==> config.mk <==
export PLATFORM = sky130hd
export DESIGN_NAME = period_capture_flat
export DESIGN_NICKNAME = d
export VERILOG_FILES = /design/src/rtl/period_capture_if.sv /design/src/rtl/period_capture.sv /design/src/flat_wrapper.sv
export SDC_FILE = /design/constraint.sdc
export NUM_CORES = 1
export LEC_CHECK = 0
export ABC_AREA = 1
export BUFFER_PORTS_ARGS = -buffer_cell sky130_fd_sc_hd__buf_2
export CAP_MARGIN = 20
export CORE_MARGIN = 5
export CORE_UTILIZATION = 57
export DETAILED_ROUTE_END_ITERATION = 6
export GPL_TIMING_DRIVEN = 0
export HOLD_SLACK_MARGIN = 0.05
export PLACE_DENSITY = 0.74
export SLEW_MARGIN = 20
export SYNTH_ARGS = -nofsm -noshare
export SYNTH_HDL_FRONTEND = slang
export SYNTH_SLANG_ARGS = --single-unit
==> constraint.sdc <==
create_clock -name clk -period 1.82 [get_ports clk]
set_input_delay 0.182 -clock clk [delete_from_list [all_inputs] [get_ports clk]]
set_output_delay 0.182 -clock clk [all_outputs]
set_load 0.01 [all_outputs]
==> src/rtl/period_capture_if.sv <==
// Signal bundle for period_capture: control/event inputs and measurement results.
// The master side drives en/sig_in/ps; the slave (the capture block) drives the results.
interface period_capture_if #(
  parameter int COUNT_BITS  = 8,
  parameter int SCALER_BITS = 2
);
  logic                   en;
  logic                   sig_in;
  logic [SCALER_BITS-1:0] ps;
  logic [COUNT_BITS-1:0]  capture;
  logic                   valid;
  logic                   ovf;
  logic                   busy;

  modport master (
    output en, sig_in, ps,
    input  capture, valid, ovf, busy
  );

  modport slave (
    input  en, sig_in, ps,
    output capture, valid, ovf, busy
  );
endinterface

==> src/rtl/period_capture.sv <==
// Measures the interval between rising edges of an asynchronous input in units of
// 2**ps clocks, saturating at the counter width and flagging the saturation.
module period_capture #(
  parameter int COUNT_BITS  = 8,
  parameter int SCALER_BITS = 2
) (
  input logic             clk,
  input logic             rst,
  period_capture_if.slave bus
);

  // Scaler must reach 2**(2**SCALER_BITS-1)-1, so one bit per possible ps step.
  localparam int SC_BITS = 2 ** SCALER_BITS;
  localparam logic [COUNT_BITS-1:0] CNT_MAX = '1;

  typedef enum logic {IDLE, MEASURE} state_t;

  state_t                 state;
  logic                   s1, s2, s3;
  logic [COUNT_BITS-1:0]  counter;
  logic [COUNT_BITS-1:0]  capture_q;
  logic [SC_BITS-1:0]     scaler;
  logic [SC_BITS-1:0]     scaler_max;
  logic [SCALER_BITS-1:0] ps_q;
  logic                   sat;
  logic                   valid_q;
  logic                   ovf_q;
  logic                   busy_q;
  logic                   edge_det;
  logic                   unit_done;
  logic                   cnt_max;

  assign edge_det   = s2 & ~s3;
  assign scaler_max = (SC_BITS'(1) << ps_q) - SC_BITS'(1);
  assign unit_done  = (scaler == scaler_max);
  assign cnt_max    = (counter == CNT_MAX);

  // Synchronizer and edge history run independently of en.
  always_ff @(posedge clk or posedge rst) begin
    if (rst) begin
      s1 <= 1'b0;
      s2 <= 1'b0;
      s3 <= 1'b0;
    end else begin
      s1 <= bus.sig_in;
      s2 <= s1;
      s3 <= s2;
    end
  end

  always_ff @(posedge clk or posedge rst) begin
    if (rst) begin
      state     <= IDLE;
      counter   <= '0;
      scaler    <= '0;
      sat       <= 1'b0;
      ps_q      <= '0;
      capture_q <= '0;
      valid_q   <= 1'b0;
      ovf_q     <= 1'b0;
      busy_q    <= 1'b0;
    end else begin
      valid_q <= 1'b0;
      if (!bus.en) begin
        state   <= IDLE;
        busy_q  <= 1'b0;
        counter <= '0;
        scaler  <= '0;
        sat     <= 1'b0;
      end else begin
        case (state)
          IDLE: begin
            if (edge_det) begin
              state   <= MEASURE;
              busy_q  <= 1'b1;
              counter <= '0;
              scaler  <= '0;
              sat     <= 1'b0;
              ps_q    <= bus.ps;
            end
          end
          MEASURE: begin
            if (edge_det) begin
              // The closing clock of the interval still counts if it completes a unit.
              capture_q <= (unit_done && !cnt_max) ? counter + COUNT_BITS'(1) : counter;
              ovf_q     <= sat | (unit_done & cnt_max);
              valid_q   <= 1'b1;
              counter   <= '0;
              scaler    <= '0;
              sat       <= 1'b0;
              ps_q      <= bus.ps;
            end else if (unit_done) begin
              scaler <= '0;
              if (cnt_max) begin
                sat <= 1'b1;
              end else begin
                counter <= counter + COUNT_BITS'(1);
              end
            end else begin
              scaler <= scaler + SC_BITS'(1);
            end
          end
        endcase
      end
    end
  end

  assign bus.capture = capture_q;
  assign bus.valid   = valid_q;
  assign bus.ovf     = ovf_q;
  assign bus.busy    = busy_q;

endmodule

==> src/flat_wrapper.sv <==
// flat-port wrapper written by rule: the top's interface ports become plain ports
module period_capture_flat 
#(
  parameter int COUNT_BITS  = 8,
  parameter int SCALER_BITS = 2
)
  (clk, rst, bus_en, bus_sig_in, bus_ps, bus_capture, bus_valid, bus_ovf, bus_busy);
  period_capture_if #(.COUNT_BITS(COUNT_BITS), .SCALER_BITS(SCALER_BITS)) bus_i ();
  input logic clk;
  input logic rst;
  input wire logic [$bits(bus_i.en)-1:0] bus_en;
  input wire logic [$bits(bus_i.sig_in)-1:0] bus_sig_in;
  input wire logic [$bits(bus_i.ps)-1:0] bus_ps;
  output wire logic [$bits(bus_i.capture)-1:0] bus_capture;
  output wire logic [$bits(bus_i.valid)-1:0] bus_valid;
  output wire logic [$bits(bus_i.ovf)-1:0] bus_ovf;
  output wire logic [$bits(bus_i.busy)-1:0] bus_busy;
  assign bus_i.en = bus_en;
  assign bus_i.sig_in = bus_sig_in;
  assign bus_i.ps = bus_ps;
  assign bus_capture = bus_i.capture;
  assign bus_valid = bus_i.valid;
  assign bus_ovf = bus_i.ovf;
  assign bus_busy = bus_i.busy;
  period_capture #(.COUNT_BITS(COUNT_BITS), .SCALER_BITS(SCALER_BITS)) u_core (.clk(clk), .rst(rst), .bus(bus_i));
endmodule
==> flow_summary.json, run 1 <==
{
  "time_the_final_worst_path_needs_with_i_o_delays_and_setup_ns": 1.60,
  "max_freq_mhz": 626,
  "min_to": "u_core.ps_q[0]",
  "fin_nets": 232,
  "cts.repair_timing.setup_buffer_count": 0,
  "r2r_cells": 9,
  "clock_transition_at_the_registers_of_the_reported_paths_ns": 0.09,
  "die_h_um": 62.9,
  "drtAntennaViolNets": 0,
  "peakVddDrop_uv": 736,
  "layout_commonest_cell": "sky130_fd_sc_hd__nand2_1",
  "gr_overflow_total": 0,
  "leakage_uw": 0.000961,
  "drive_gt1_frac": 0.174,
  "fp.dieW_um": 62.9,
  "global_route.usage.met2": 0.327,
  "setup.worst_path.class": "reg -> reg",
  "finish.utilization": 0.667,
  "layout_worst_path_cycle_share": 0.877,
  "postSynthRegisterBits": 30,
  "dpl_worst_slack_ns": 0.238,
  "worst_setup_path_end_kind": "register",
  "postRouteWirelength_um": 3360,
  "start_kind": "register",
  "critical-path-slowest-cell": "sky130_fd_sc_hd__dfrtp_1",
  "post_synth_num_cell_types": 26,
  "vias_per_cell": 5.40,
  "grt_pass1_vias": 1384,
  "cts_made_buffers": 5,
  "grt_setup_unrepaired": "false",
  "detailed_place_hpwl_um": 2530,
  "finalSetupViolations": 0,
  "max_fanout_on_critical_path": 9,
  "drc_errors": 0,
  "regToRegStartpoint": "u_core.counter[0]",
  "grt_max_usage_layer": "met2",
  "status": "complete, no violations",
  "cells_along_the_critical_path": "ha_1 -> nand2_1 -> nor2_4 -> nand2_4 -> nand3_4 -> nand2_1 -> nand2_1 -> nand2_1 -> nand2_1",
  "clkLatencyLatePin_ns": 0.33,
  "whs_path_depth": 2,
  "detailedRoute.firstIterationViolations": 92,
  "groute.usage.overall": 0.190,
  "core_area_um2": 2710,
  "crit_required_ns": 2.04,
  "mappedNetlistNets": 206,
  "synth-seq-area-share": 0.471,
  "number_of_enable_flip_flop_cells_after_synthesis": 0,
  "cts_htree_levels": 2,
  "fin_tns_setup_ns": 0,
  "die_ar_um2": 3950,
  "globalRouteMet3Util": 0.0522,
  "relSlewSlack": 0.607,
  "gr-usage-met1": 0.222,
  "n_antenna_cell": 0,
  "io_pins": 17,
  "worst-endpoint-arrival_ns": 1.82,
  "final_critical_path_setup_slack_ns": 0.224,
  "synthesis.area_per_instance_um2": 8.04,
  "synth.yosys.warnings": 0,
  "cts_buffer_depth": 2,
  "synthesis.instances": 198,
  "place_congestion": 0.916,
  "mostFrequentLayoutCells": "75 x sky130_fd_sc_hd__nand2_1, 30 x sky130_fd_sc_hd__dfrtp_1, 26 x sky130_fd_sc_hd__nand3_1, 17 x sky130_fd_sc_hd__buf_2, 16 x sky130_fd_sc_hd__inv_1",
  "reg2reg_slack_ns": 0.22,
  "hold_slack_ns": 0.0923,
  "timing.final.max_slew_violations": 0,
  "core.rowCount": 19,
  "number_of_max_capacitance_violations_reported": 0,
  "grt_antenna_before_repair": 0,
  "synth_flop_cell": "sky130_fd_sc_hd__dfrtp_1",
  "critical-path-max-stage-delay_ns": 0.45,
  "synth.cell_area_um2": 1590,
  "grt_max_degree": 18,
  "power_density_nw_per_um2": 787,
  "finalClockSkew_ns": 0.0125,
  "drt_pre_antenna_iters": 4,
  "wire_length_of_the_first_global_routing_pass_um": 6090,
  "portBuffers": 16,
  "critPathMostFrequentCell": "sky130_fd_sc_hd__nand2_1",
  "synth_async_sr_flop_share": 1.00,
  "clock_sinks": 30,
  "setup.worst_path.start": "u_core.counter[0]",
  "timing_worst_slew_pin_value_ns": 0.590,
  "crit-reg2reg-capture": "u_core.bus.capture[2]",
  "start_util": 0.588,
  "hold_class": "in -> reg",
  "routedWlPerCell_um": 13.2,
  "cts_tree": "yes",
  "hold_viol_final": 0,
  "worstHoldStart": "bus_ps[0]",
  "routed-via-count": 1377,
  "post_cts.resized_instances": 0,
  "layout-area-overhead-vs-synth_pct": 13.4,
  "root_buffer": "sky130_fd_sc_hd__clkbuf_4"
}
-- routing by layer --
metal / wire length (um) / up-vias
met5: 0 / -
met4: 78 / 0
met3: 166 / 10
met2: 1670 / 35
met1: 1440 / 639
li1: - / 693
-- worst max-delay path, delay by kind of cell (launching register included) --
| family | cells | cell delay (ns) |
|---|---|---|
| simple gates | 8 | 0.79 |
| flops | 1 | 0.45 |
| fa+ha+maj | 1 | 0.25 |
-- cells by family (layout without fill, tap and decap cells) --
| kind of cell | after synthesis | in the layout | share of synthesized area |
|---|---|---|---|
| compound gates | 12 | 12 | 0.0385 |
| xor+xnor | 5 | 5 | 0.0275 |
| fa+ha+maj | 2 | 2 | 0.0157 |
| buf+inv | 20 | 46 | 0.0495 |
| flops | 30 | 30 | 0.471 |
| mux | 1 | 1 | 0.00707 |
| simple gates | 128 | 128 | 0.390 |
-- metrics by stage --
stage | power (uW) | std cells | area, um^2
final | 1420 | 255 | 1810
after CTS | 1440 | 255 | 1810
after detailed placement | 1070 | 246 | 1740
after floorplan | 979 | 198 | 1590
after global routing | 1510 | 255 | 1810
after global placement | 1050 | 245 | 1710
-- where the power goes --
group | total, uW | internal [uW] | switching, uW
combinational | 306 | 103 | 203
clock | 364 | 139 | 226
sequential | 752 | 712 | 40.4
total | 1420 | 953 | 469
-- Yosys cell counts, types with 3 or more instances --
cell type,instances,area [um^2]
sky130_fd_sc_hd__inv_1,16,60.1
sky130_fd_sc_hd__nor2_4,5,56.3
sky130_fd_sc_hd__xor2_1,4,35.0
sky130_fd_sc_hd__nand4_1,3,18.8
sky130_fd_sc_hd__nand2_2,3,18.8
sky130_fd_sc_hd__o21ai_0,3,15.0
sky130_fd_sc_hd__dfrtp_1,30,751
sky130_fd_sc_hd__nand2_1,75,282
sky130_fd_sc_hd__nand3_1,26,130
sky130_fd_sc_hd__nor2_1,9,33.8
sky130_fd_sc_hd__a21oi_1,6,30.0
-- what timing repair did --
item,CTS,global route
endpoints found under the setup margin,0,0
endpoints found under the hold margin,14,0
hold buffers,2,0
-- worst max-delay path by stage --
stage,slack (ns),cells after the start,end
after floorplan,0.42,9,u_core.bus.capture[5]
after global placement,0.27,9,u_core.bus.capture[5]
after detailed placement,0.24,9,u_core.bus.capture[4]
after CTS,0.23,9,u_core.bus.capture[4]
after global routing,0.08,9,u_core.bus.capture[5]
final,0.22,9,u_core.bus.capture[2]
-- cell type report --
class                      instances  area (um^2)
tap                               31         38.8
fill                             229          903
sequential                        30          751
multi-input combinational        148          763
clock inverter                     2         10.0
clock buffer                       5         37.5
buffer                             2         8.76
timing repair buffer              19          128
inverter                          18         70.1
-- sequential cells by signal (all words and copies together) (netlist names) --
name and cells:
u_core.bus.valid 1, u_core.ps_q 2, u_core.s1 1, u_core.sat 1, u_core.scaler 4, u_core.bus.ovf 1
u_core.s2 1, u_core.state 1, u_core.bus.capture 8, u_core.bus.busy 1, u_core.s3 1, u_core.counter 8
Power figures use the tool's default switching activity.
==> run 2, diff against run 1 <==
--- a/config.mk
+++ b/config.mk
@@ -14,6 +14,7 @@
 export GPL_TIMING_DRIVEN = 0
 export HOLD_SLACK_MARGIN = 0.05
 export PLACE_DENSITY = 0.74
+export REMOVE_ABC_BUFFERS = 1
 export SLEW_MARGIN = 20
 export SYNTH_ARGS = -nofsm -noshare
 export SYNTH_HDL_FRONTEND = slang
==> run 2 against run 1 <==
Effect of this change:
- clock skew fell by 0.0051 ns
- via count fell by 0.51%
- worst hold slack got worse by 0.019 ns
- final area rose by 1.9%
- clock power rose by 95%
- non-clock buffer count fell by 3
- utilization rose by 1.3 points
- sequential share of layout area fell by 0.79 points
- final cell count fell by 0.78%
- power rose by 24%
==> flow_summary.json, run 2 (synthesized netlist as in run 1, its figures left out) <==
{
  "time_the_final_worst_path_needs_with_i_o_delays_and_setup_ns": 1.64,
  "cts_made_buffers": 5,
  "setup.worst_path.start": "u_core.s2",
  "max_freq_mhz": 611,
  "critical-path-max-stage-delay_ns": 0.39,
  "drtAntennaViolNets": 0,
  "status": "complete, no violations",
  "setup.worst_path.class": "reg -> reg",
  "critical-path-slowest-cell": "sky130_fd_sc_hd__dfrtp_1",
  "detailedRoute.firstIterationViolations": 69,
  "reg2reg_slack_ns": 0.18,
  "power_density_nw_per_um2": 956,
  "cells_along_the_critical_path": "inv_1 -> nor2_4 -> nand3_1 -> clkinv_1 -> nand3_1 -> nand2_1",
  "layout_commonest_cell": "sky130_fd_sc_hd__nand2_1",
  "layoutNonFillerInstCount": 253,
  "mostFrequentLayoutCells": "75 x sky130_fd_sc_hd__nand2_1, 30 x sky130_fd_sc_hd__dfrtp_1, 26 x sky130_fd_sc_hd__nand3_1, 16 x sky130_fd_sc_hd__buf_2, 15 x sky130_fd_sc_hd__inv_1",
  "critical_path_buf_inv_count": 2,
  "cts.repair_timing.setup_buffer_count": 0,
  "layout-area-overhead-vs-synth_pct": 15.6,
  "fin_nets": 229,
  "hold_viol_final": 0,
  "clkLatencyLatePin_ns": 0.34,
  "clock_transition_at_the_registers_of_the_reported_paths_ns": 0.10,
  "place_congestion": 0.858,
  "regToRegStartpoint": "u_core.s2",
  "grt_antenna_before_repair": 0,
  "clock_sinks": 30,
  "timing.final.max_slew_violations": 0,
  "ff_latch_area_um2": 751,
  "critPathMostFrequentCell": "sky130_fd_sc_hd__nand3_1",
  "hold_class": "in -> reg",
  "die_ar_um2": 3950,
  "cts_tree": "yes",
  "n_antenna_cell": 0,
  "routedWlPerCell_um": 12.8,
  "gr_overflow_total": 0,
  "grt_pass1_vias": 1320,
  "root_buffer": "sky130_fd_sc_hd__clkbuf_4",
  "drc_errors": 0,
  "finalClockSkew_ns": 0.00736,
  "vias_per_cell": 5.42,
  "worst-endpoint-arrival_ns": 1.88,
  "postRouteWirelength_um": 3250,
  "multi_input_comb_area_um2": 771,
  "r2r_cells": 6,
  "drive_gt1_frac": 0.180,
  "fin_tns_setup_ns": 0,
  "io_pins": 17,
  "fp.dieW_um": 62.9,
  "number_of_max_capacitance_violations_reported": 0,
  "worst_path_dominant_cell_family": "simple AND/OR/NAND/NOR gates",
  "core.rowCount": 19,
  "relSlewSlack": 0.590,
  "cts_buffer_depth": 2,
  "groute.usage.overall": 0.185,
  "critical_path.endpoint": "u_core.bus.capture[0]",
  "cts_htree_levels": 2,
  "worst_setup_path_end_kind": "register",
  "crit_required_ns": 2.06,
  "detailed_place_hpwl_um": 2300,
  "die_h_um": 62.9,
  "timing_worst_slew_pin_value_ns": 0.614,
  "placed_instances": 243,
  "grt_setup_unrepaired": "false",
  "routed-via-count": 1370,
  "portBuffers": 16,
  "peakVddDrop_uv": 881,
  "drt_pre_antenna_iters": 4,
  "start_util": 0.588,
  "finalSetupViolations": 0,
  "worstSetupPathDepth": 6,
  "max_fanout_on_critical_path": 12,
  "start_kind": "register",
  "fill_cells": 236,
  "grt_max_degree": 31,
  "core_area_um2": 2710,
  "crit-reg2reg-capture": "u_core.bus.capture[0]",
  "leakage_uw": 0.000971,
  "wire_length_of_the_first_global_routing_pass_um": 5750,
  "layout_worst_path_cycle_share": 0.900
}
==> run 2: worst min path at each step <==
stage | slack [ns] | cells after the start | from | end
2_1_floorplan | 0.21 | 0 | bus_sig_in | u_core.s1
3_3_place_gp | 0.29 | 1 | bus_sig_in | u_core.s1
3_5_place_dp | 0.29 | 1 | bus_sig_in | u_core.s1
4_1_cts | 0.07 | 2 | bus_ps[0] | u_core.ps_q[0]
5_1_grt | 0.07 | 2 | bus_ps[0] | u_core.ps_q[0]
6_report | 0.07 | 2 | bus_ps[0] | u_core.ps_q[0]
==> run 2: through the flow <==
| step | area, um^2 | utilization | hold WS, ns | worst slack, ns | total power [uW] |
|---|---|---|---|---|---|
| 2_1_floorplan | 1580 | - | 0.213 | 0.205 | 978 |
| 3_3_place_gp | 1700 | 0.628 | 0.292 | -0.223 | 1050 |
| 3_5_place_dp | 1700 | 0.628 | 0.292 | -0.285 | 1060 |
| 4_1_cts | 1830 | 0.674 | 0.0685 | 0.0333 | 1770 |
| 5_1_grt | 1840 | 0.680 | 0.0662 | 0.0360 | 1870 |
| 6_report | 1840 | 0.680 | 0.0734 | 0.182 | 1760 |
==> run 2: power breakdown <==
group | total [uW] | internal (uW) | switching (uW)
Combinational | 302 | 96.4 | 205
Sequential | 751 | 712 | 39.3
Clock | 708 | 465 | 242
==> run 2: per-layer routing <==
layer,global-route usage,vias to the layer above,routed length (um),part of all wire
met5,0,-,0,0
met4,0.0928,0,58,0.018
met3,0.0576,6,173,0.053
met2,0.286,33,1580,0.49
met1,0.231,650,1430,0.44
li1,-,681,-,-
==> run 2: what timing repair did <==
item                                    in CTS  in global routing
pin swaps                                    0                  0
resized for setup                            1                  1
hold buffers                                 1                  1
hold endpoints to repair                     1                 30
endpoints found under the setup margin      11                  9
==> run 2: area by class of cell <==
type                    count  share of cell area
multi-input cells         148               0.418
flip-flops and latches     30               0.408
repair buffers             18              0.0543
inverters                  18              0.0380
clock inverters             2              0.0326
clock buffers               6              0.0279
well taps                  31              0.0211
